**config.mk**
```make
export PLATFORM = sky130hd
export DESIGN_NAME = store_align_unit
export DESIGN_NICKNAME = d
export VERILOG_FILES = /design/src/rtl/store_align_unit.sv
export SDC_FILE = /design/constraint.sdc
export NUM_CORES = 1
export LEC_CHECK = 0
export CORE_UTILIZATION = 50
export DETAILED_ROUTE_END_ITERATION = 16
export PLACE_DENSITY = 0.92
export SYNTH_ARGS = -nofsm -noshare
export SYNTH_HDL_FRONTEND = slang
export SYNTH_SLANG_ARGS = --single-unit
```
**constraint.sdc**
```tcl
create_clock -name clk -period 3.2 [get_ports clk]
set_input_delay 0.32 -clock clk [delete_from_list [all_inputs] [get_ports clk]]
set_output_delay 0.32 -clock clk [all_outputs]
set_load 0.02 [all_outputs]
```
**src/rtl/store_align_unit.sv**
```systemverilog
// store_align_unit
//   Write-side data alignment for sb/sh/sw stores. A store is accepted from the core, and its
//   data is shifted onto the correct byte lanes with matching byte enables. It is then issued
//   to data memory over a req/ack handshake. A store that crosses a word boundary becomes two
//   word-aligned beats. If ALLOW_MISALIGNED=0, such a store is rejected with st_err instead.
//
// Ports
//   clk, reset        clock, asynchronous active-high reset
//   st_valid/ready    store request handshake from the core (ready only while idle)
//   funct3            000 sb, 001 sh, 010 sw; other encodings raise st_err
//   st_addr, st_data  byte address and rs2 value of the store
//   st_done           one-cycle pulse when the last beat has been acknowledged
//   st_err            one-cycle pulse for a rejected store (no memory access)
//   mem_req/ack       memory write handshake; a beat is held until ack is sampled
//   mem_addr          word-aligned beat address
//   mem_wdata, mem_be lane-aligned write data and byte enables (unused lanes are zero)
module store_align_unit #(
    parameter int unsigned ADDR_WIDTH       = 32,
    parameter int unsigned DATA_WIDTH       = 32,
    parameter bit          ALLOW_MISALIGNED = 1'b1
) (
    input  logic                  clk,
    input  logic                  reset,
    input  logic                  st_valid,
    output logic                  st_ready,
    input  logic [2:0]            funct3,
    input  logic [ADDR_WIDTH-1:0] st_addr,
    input  logic [DATA_WIDTH-1:0] st_data,
    output logic                  st_done,
    output logic                  st_err,
    output logic                  mem_req,
    output logic [ADDR_WIDTH-1:0] mem_addr,
    output logic [DATA_WIDTH-1:0] mem_wdata,
    output logic [3:0]            mem_be,
    input  logic                  mem_ack
);

    typedef enum logic [1:0] {StIdle, StBeat1, StBeat2} state_e;

    state_e                state_q;
    logic                  split_q;
    logic [3:0]            hi_be_q;
    logic [DATA_WIDTH-1:0] hi_data_q;

    // Decode of the incoming store, only meaningful while idle
    logic                    legal;
    logic [3:0]              size_mask;
    logic [DATA_WIDTH-1:0]   data_masked;
    logic [7:0]              be8;
    logic [2*DATA_WIDTH-1:0] d64;
    logic                    split;

    always_comb begin
        legal       = 1'b1;
        size_mask   = 4'b0000;
        data_masked = '0;
        case (funct3)
            3'b000: begin
                size_mask   = 4'b0001;
                data_masked = DATA_WIDTH'(st_data[7:0]);
            end
            3'b001: begin
                size_mask   = 4'b0011;
                data_masked = DATA_WIDTH'(st_data[15:0]);
            end
            3'b010: begin
                size_mask   = 4'b1111;
                data_masked = st_data;
            end
            default: legal = 1'b0;
        endcase
        // Shifting into a double-width window keeps the spill-over lanes for the second beat
        be8   = {4'b0000, size_mask} << st_addr[1:0];
        d64   = {{DATA_WIDTH{1'b0}}, data_masked} << {st_addr[1:0], 3'b000};
        split = |be8[7:4];
    end

    always_ff @(posedge clk or posedge reset) begin
        if (reset) begin
            state_q   <= StIdle;
            st_ready  <= 1'b1;
            st_done   <= 1'b0;
            st_err    <= 1'b0;
            mem_req   <= 1'b0;
            mem_addr  <= '0;
            mem_wdata <= '0;
            mem_be    <= 4'b0000;
            split_q   <= 1'b0;
            hi_be_q   <= 4'b0000;
            hi_data_q <= '0;
        end else begin
            st_done <= 1'b0;
            st_err  <= 1'b0;
            case (state_q)
                StIdle: begin
                    if (st_valid && st_ready) begin
                        if (!legal || (split && !ALLOW_MISALIGNED)) begin
                            st_err <= 1'b1;
                        end else begin
                            state_q   <= StBeat1;
                            st_ready  <= 1'b0;
                            mem_req   <= 1'b1;
                            mem_addr  <= {st_addr[ADDR_WIDTH-1:2], 2'b00};
                            mem_be    <= be8[3:0];
                            mem_wdata <= d64[DATA_WIDTH-1:0];
                            split_q   <= split;
                            hi_be_q   <= be8[7:4];
                            hi_data_q <= d64[2*DATA_WIDTH-1:DATA_WIDTH];
                        end
                    end
                end
                StBeat1: begin
                    if (mem_ack) begin
                        if (split_q) begin
                            // Second beat follows directly; mem_req stays high
                            state_q   <= StBeat2;
                            mem_addr  <= mem_addr + ADDR_WIDTH'(4);
                            mem_be    <= hi_be_q;
                            mem_wdata <= hi_data_q;
                        end else begin
                            state_q   <= StIdle;
                            st_ready  <= 1'b1;
                            st_done   <= 1'b1;
                            mem_req   <= 1'b0;
                            mem_addr  <= '0;
                            mem_be    <= 4'b0000;
                            mem_wdata <= '0;
                        end
                    end
                end
                StBeat2: begin
                    if (mem_ack) begin
                        state_q   <= StIdle;
                        st_ready  <= 1'b1;
                        st_done   <= 1'b1;
                        mem_req   <= 1'b0;
                        mem_addr  <= '0;
                        mem_be    <= 4'b0000;
                        mem_wdata <= '0;
                    end
                end
                default: begin
                    state_q  <= StIdle;
                    st_ready <= 1'b1;
                    mem_req  <= 1'b0;
                end
            endcase
        end
    end

endmodule

```
==> impl_metrics.yaml <==
synthesis:
  ys_seq_elements: 100
  synthesis.instances: 617
  yosysTopAreaCell: "dfrtp_1"
  synth_top_family_by_area: "compound AO/OA/AOI/OAI gates"
  async_flop_share_pct: 100.0
  synth-main-ff-cell: "dfrtp_1"
  ys_top_cells_by_count: "dfrtp_1 (99), nand2_1 (73), o21ai_0 (72)"
  synth.distinct_cells: 62
  synth_edf_count: 0
  yosys_warnings: 0
  synth-xor-area-share_pct: 0
  syn-cell-area_sq_mm: 0.005588
  avgSynthCellArea_sq_um: 9.056
  synth-compound-area-share_pct: 25.59
  synthAdderAreaFrac_pct: 0.8957
  yosysMostFrequentCell: "dfrtp_1"
  ys_seq_area_share_pct: 44.81
  synth_top_area_share_pct: 44.33
  synth.area.top_cells: "dfrtp_1 (44%), o21ai_0 (6.4%), nand2_1 (4.9%)"
  muxShareOfSynthArea_pct: 4.657
  synth_simple_gate_area_share_pct: 19.37
critical_path:
  critPathCaptureType: "flop"
  cp-startpoint: "state_q[0]"
  cp-start-kind: "flop"
  path_class: "reg2reg"
  cp_data_arrival_time_ps: 2940
  required_ps: 3440
  r2r_start: "state_q[0]"
  critPathMaxFanout: 17
power:
  switching_power_mw: 2.606
  leakage_nw: 3.021
  vdd_drop_max_uv: 409.2
  netSwitchingFraction_pct: 43.37
  p_per_area_mw_per_mm2: 814.9
  p_int_mw: 3.402
  seqPwrFrac_pct: 35.0
  comb_power_share_pct: 49.7
  clockPowerShare_pct: 15.3
route:
  wirelength_mm: 17.52
  viasPerCell: 6.512
  ant_nets: 0
  wl_per_cell_um: 19.80
  detail_route.iter0.violations: 592
  vias: 5763
  drc_errors: 0
  firstDrtPassIters: 10
place:
  hpwlAfterDp_mm: 12.53
  place_inst: 870
  io_buffers: 140
  gp_congestion: 0.9361
timing:
  finalCritPeriodShare_pct: 84.33
  maxSlewViolCount: 0
  rsz0062_at_grt: "false"
  max-slew-margin-rel_pct: 14.45
  fin_crit_ps: 2698
  fin_setup_tns_ps: 0
  max_freq_mhz: 370.6
  setup_viol: 0
  worstMarginPinSlew_ps: 1276
  skew_ps: 16.25
  hold_viol_final: 0
cells_and_area:
  fillerInstances: 843
  n_antenna_cell: 0
  final_nets: 816
  drive_gt1_share_pct: 7.383
  area_growth_pct: 31.93
  stdcell_count: 885
floorplan:
  core_sq_mm: 0.01084
  dieWidth_um: 107.7
  start_util_pct: 51.55
  die_area_sq_mm: 0.01160
  row_count: 38
  fp.dieH_um: 107.7
  ios: 143
global_routing:
  grt_pass1_vias: 5475
  antenna_found_initial: 0
  grt.overflow.total: 0
  grt_max_degree: 54
  grt_usage_pct: 31.09
  grt_pass1_wl_mm: 27.92
clocking:
  hold_buffers: 0
  numCtsBuffers: 9
  post-cts-setup-buffers: 0
  cts_resized: 0
  htree_levels: 3
  clkTransAtPathRegs_ps: 100
  root_buffer: "clkbuf_8"
  clock_latency_ps: 380
  clock_path_buffers: 2
  cts_tree: "built"
  cts.sinks: 100
flow_run:
  drv_cap: 0
status:
  status: "completed"
worst_hold_path:
  hold_class: "in2async"
-- cells in the final DEF, fill, tap and decap left out, types with 11 or more instances in the layout --
master           instances
nand2_1                 73
nor3_1                  14
nand3_1                 14
mux2i_1                 26
o21ai_0                 72
buf_4                   15
dfrtp_1                 99
a22oi_1                 11
inv_1                   13
a21oi_1                 30
clkdlybuf4s50_1        140
nor2_1                  56
a22o_1                  18
-- area by class of cell --
| type | count | area [sq um] | share of cell area (%) |
|---|---|---|---|
| Clock buffer | 10 | 137.6 | 1.867 |
| Clock inverter | 5 | 83.83 | 1.137 |
| Inverter | 16 | 62.56 | 0.8486 |
| Multi-Input combinational cell | 456 | 2835 | 38.46 |
| Sequential cell | 100 | 2504 | 33.96 |
| Tap cell | 140 | 175.2 | 2.376 |
| Timing Repair Buffer | 158 | 1574 | 21.35 |
-- layer usage --
layer  track usage, %  vias to the layer above  routed length, um
met5                0                        -                  0
met4            13.60                        0                463
met3            4.782                       53               1824
met2            50.50                      412               8192
met1            41.11                     2745               7043
li1                 -                     2553                  -
-- registers in the layout, summed over array words and instances, names as in the netlist --
signal and count:
st_ready 1, mem_wdata 32, hi_be_q 3, mem_be 4, mem_addr 30, st_err 1
state_q 2, st_done 1, mem_req 1, split_q 1, hi_data_q 24
-- stage by stage --
| step | instance area (sq um) | power (mW) | hold slack, ps | util [%] | setup WS (ps) |
|---|---|---|---|---|---|
| floorplan | 5592 | 3.748 | 435.7 | - | 262.9 |
| CTS | 7372 | 5.972 | 415.5 | 68.01 | 535.3 |
| global route | 7372 | 6.367 | 446.3 | 68.01 | 270.9 |
| global placement | 7151 | 4.939 | 461.3 | 65.96 | 573.8 |
| finish | 7372 | 6.008 | 398.1 | 68.01 | 501.5 |
| detailed placement | 7151 | 5.052 | 474.1 | 65.96 | 484.3 |
-- power by group through the flow --
| stage | registers (mW) | clock network, mW | logic, mW |
|---|---|---|---|
| 6_report | 2.10 | 0.919 | 2.99 |
| 5_1_grt | 2.15 | 0.982 | 3.24 |
| 4_1_cts | 2.09 | 0.919 | 2.97 |
| 3_5_place_dp | 2.10 | 0 | 2.95 |
| 3_3_place_gp | 2.08 | 0 | 2.86 |
| 2_1_floorplan | 2.41 | 0 | 1.34 |
-- cells by family (layout without fill, tap and decap cells) --
kind of cell / after synthesis / count (layout)
AND/OR/NAND/NOR: 213 / 213
AO/OA/AOI/OAI: 211 / 211
flip-flops: 100 / 100
buffers and inverters: 62 / 189
multiplexers: 26 / 26
adder cells (fa/ha/maj): 4 / 4
other: 1 / 2
-- worst paths after layout --
kind / depth (start not counted) / to / slack, ps
setup reg to reg: 7 / mem_addr[16] / 500
min in group clk: 2 / mem_wdata[15] / 490
setup / recovery: 7 / mem_addr[16] / 500
hold / removal: 2 / mem_wdata[27] / 400
max in group asynchronous: 3 / mem_addr[15] / 2110
hold reg to reg: 2 / mem_wdata[15] / 490
-- critical path: stages, from the launching register on --
cell      delay [ps]
dfrtp_1          390
inv_1             80
ha_1             430
clkinv_1         150
nand2_1          110
nor3_2          1050
nand2_1          190
o311ai_0         170
No activity file was read; power rests on OpenSTA's default activity.
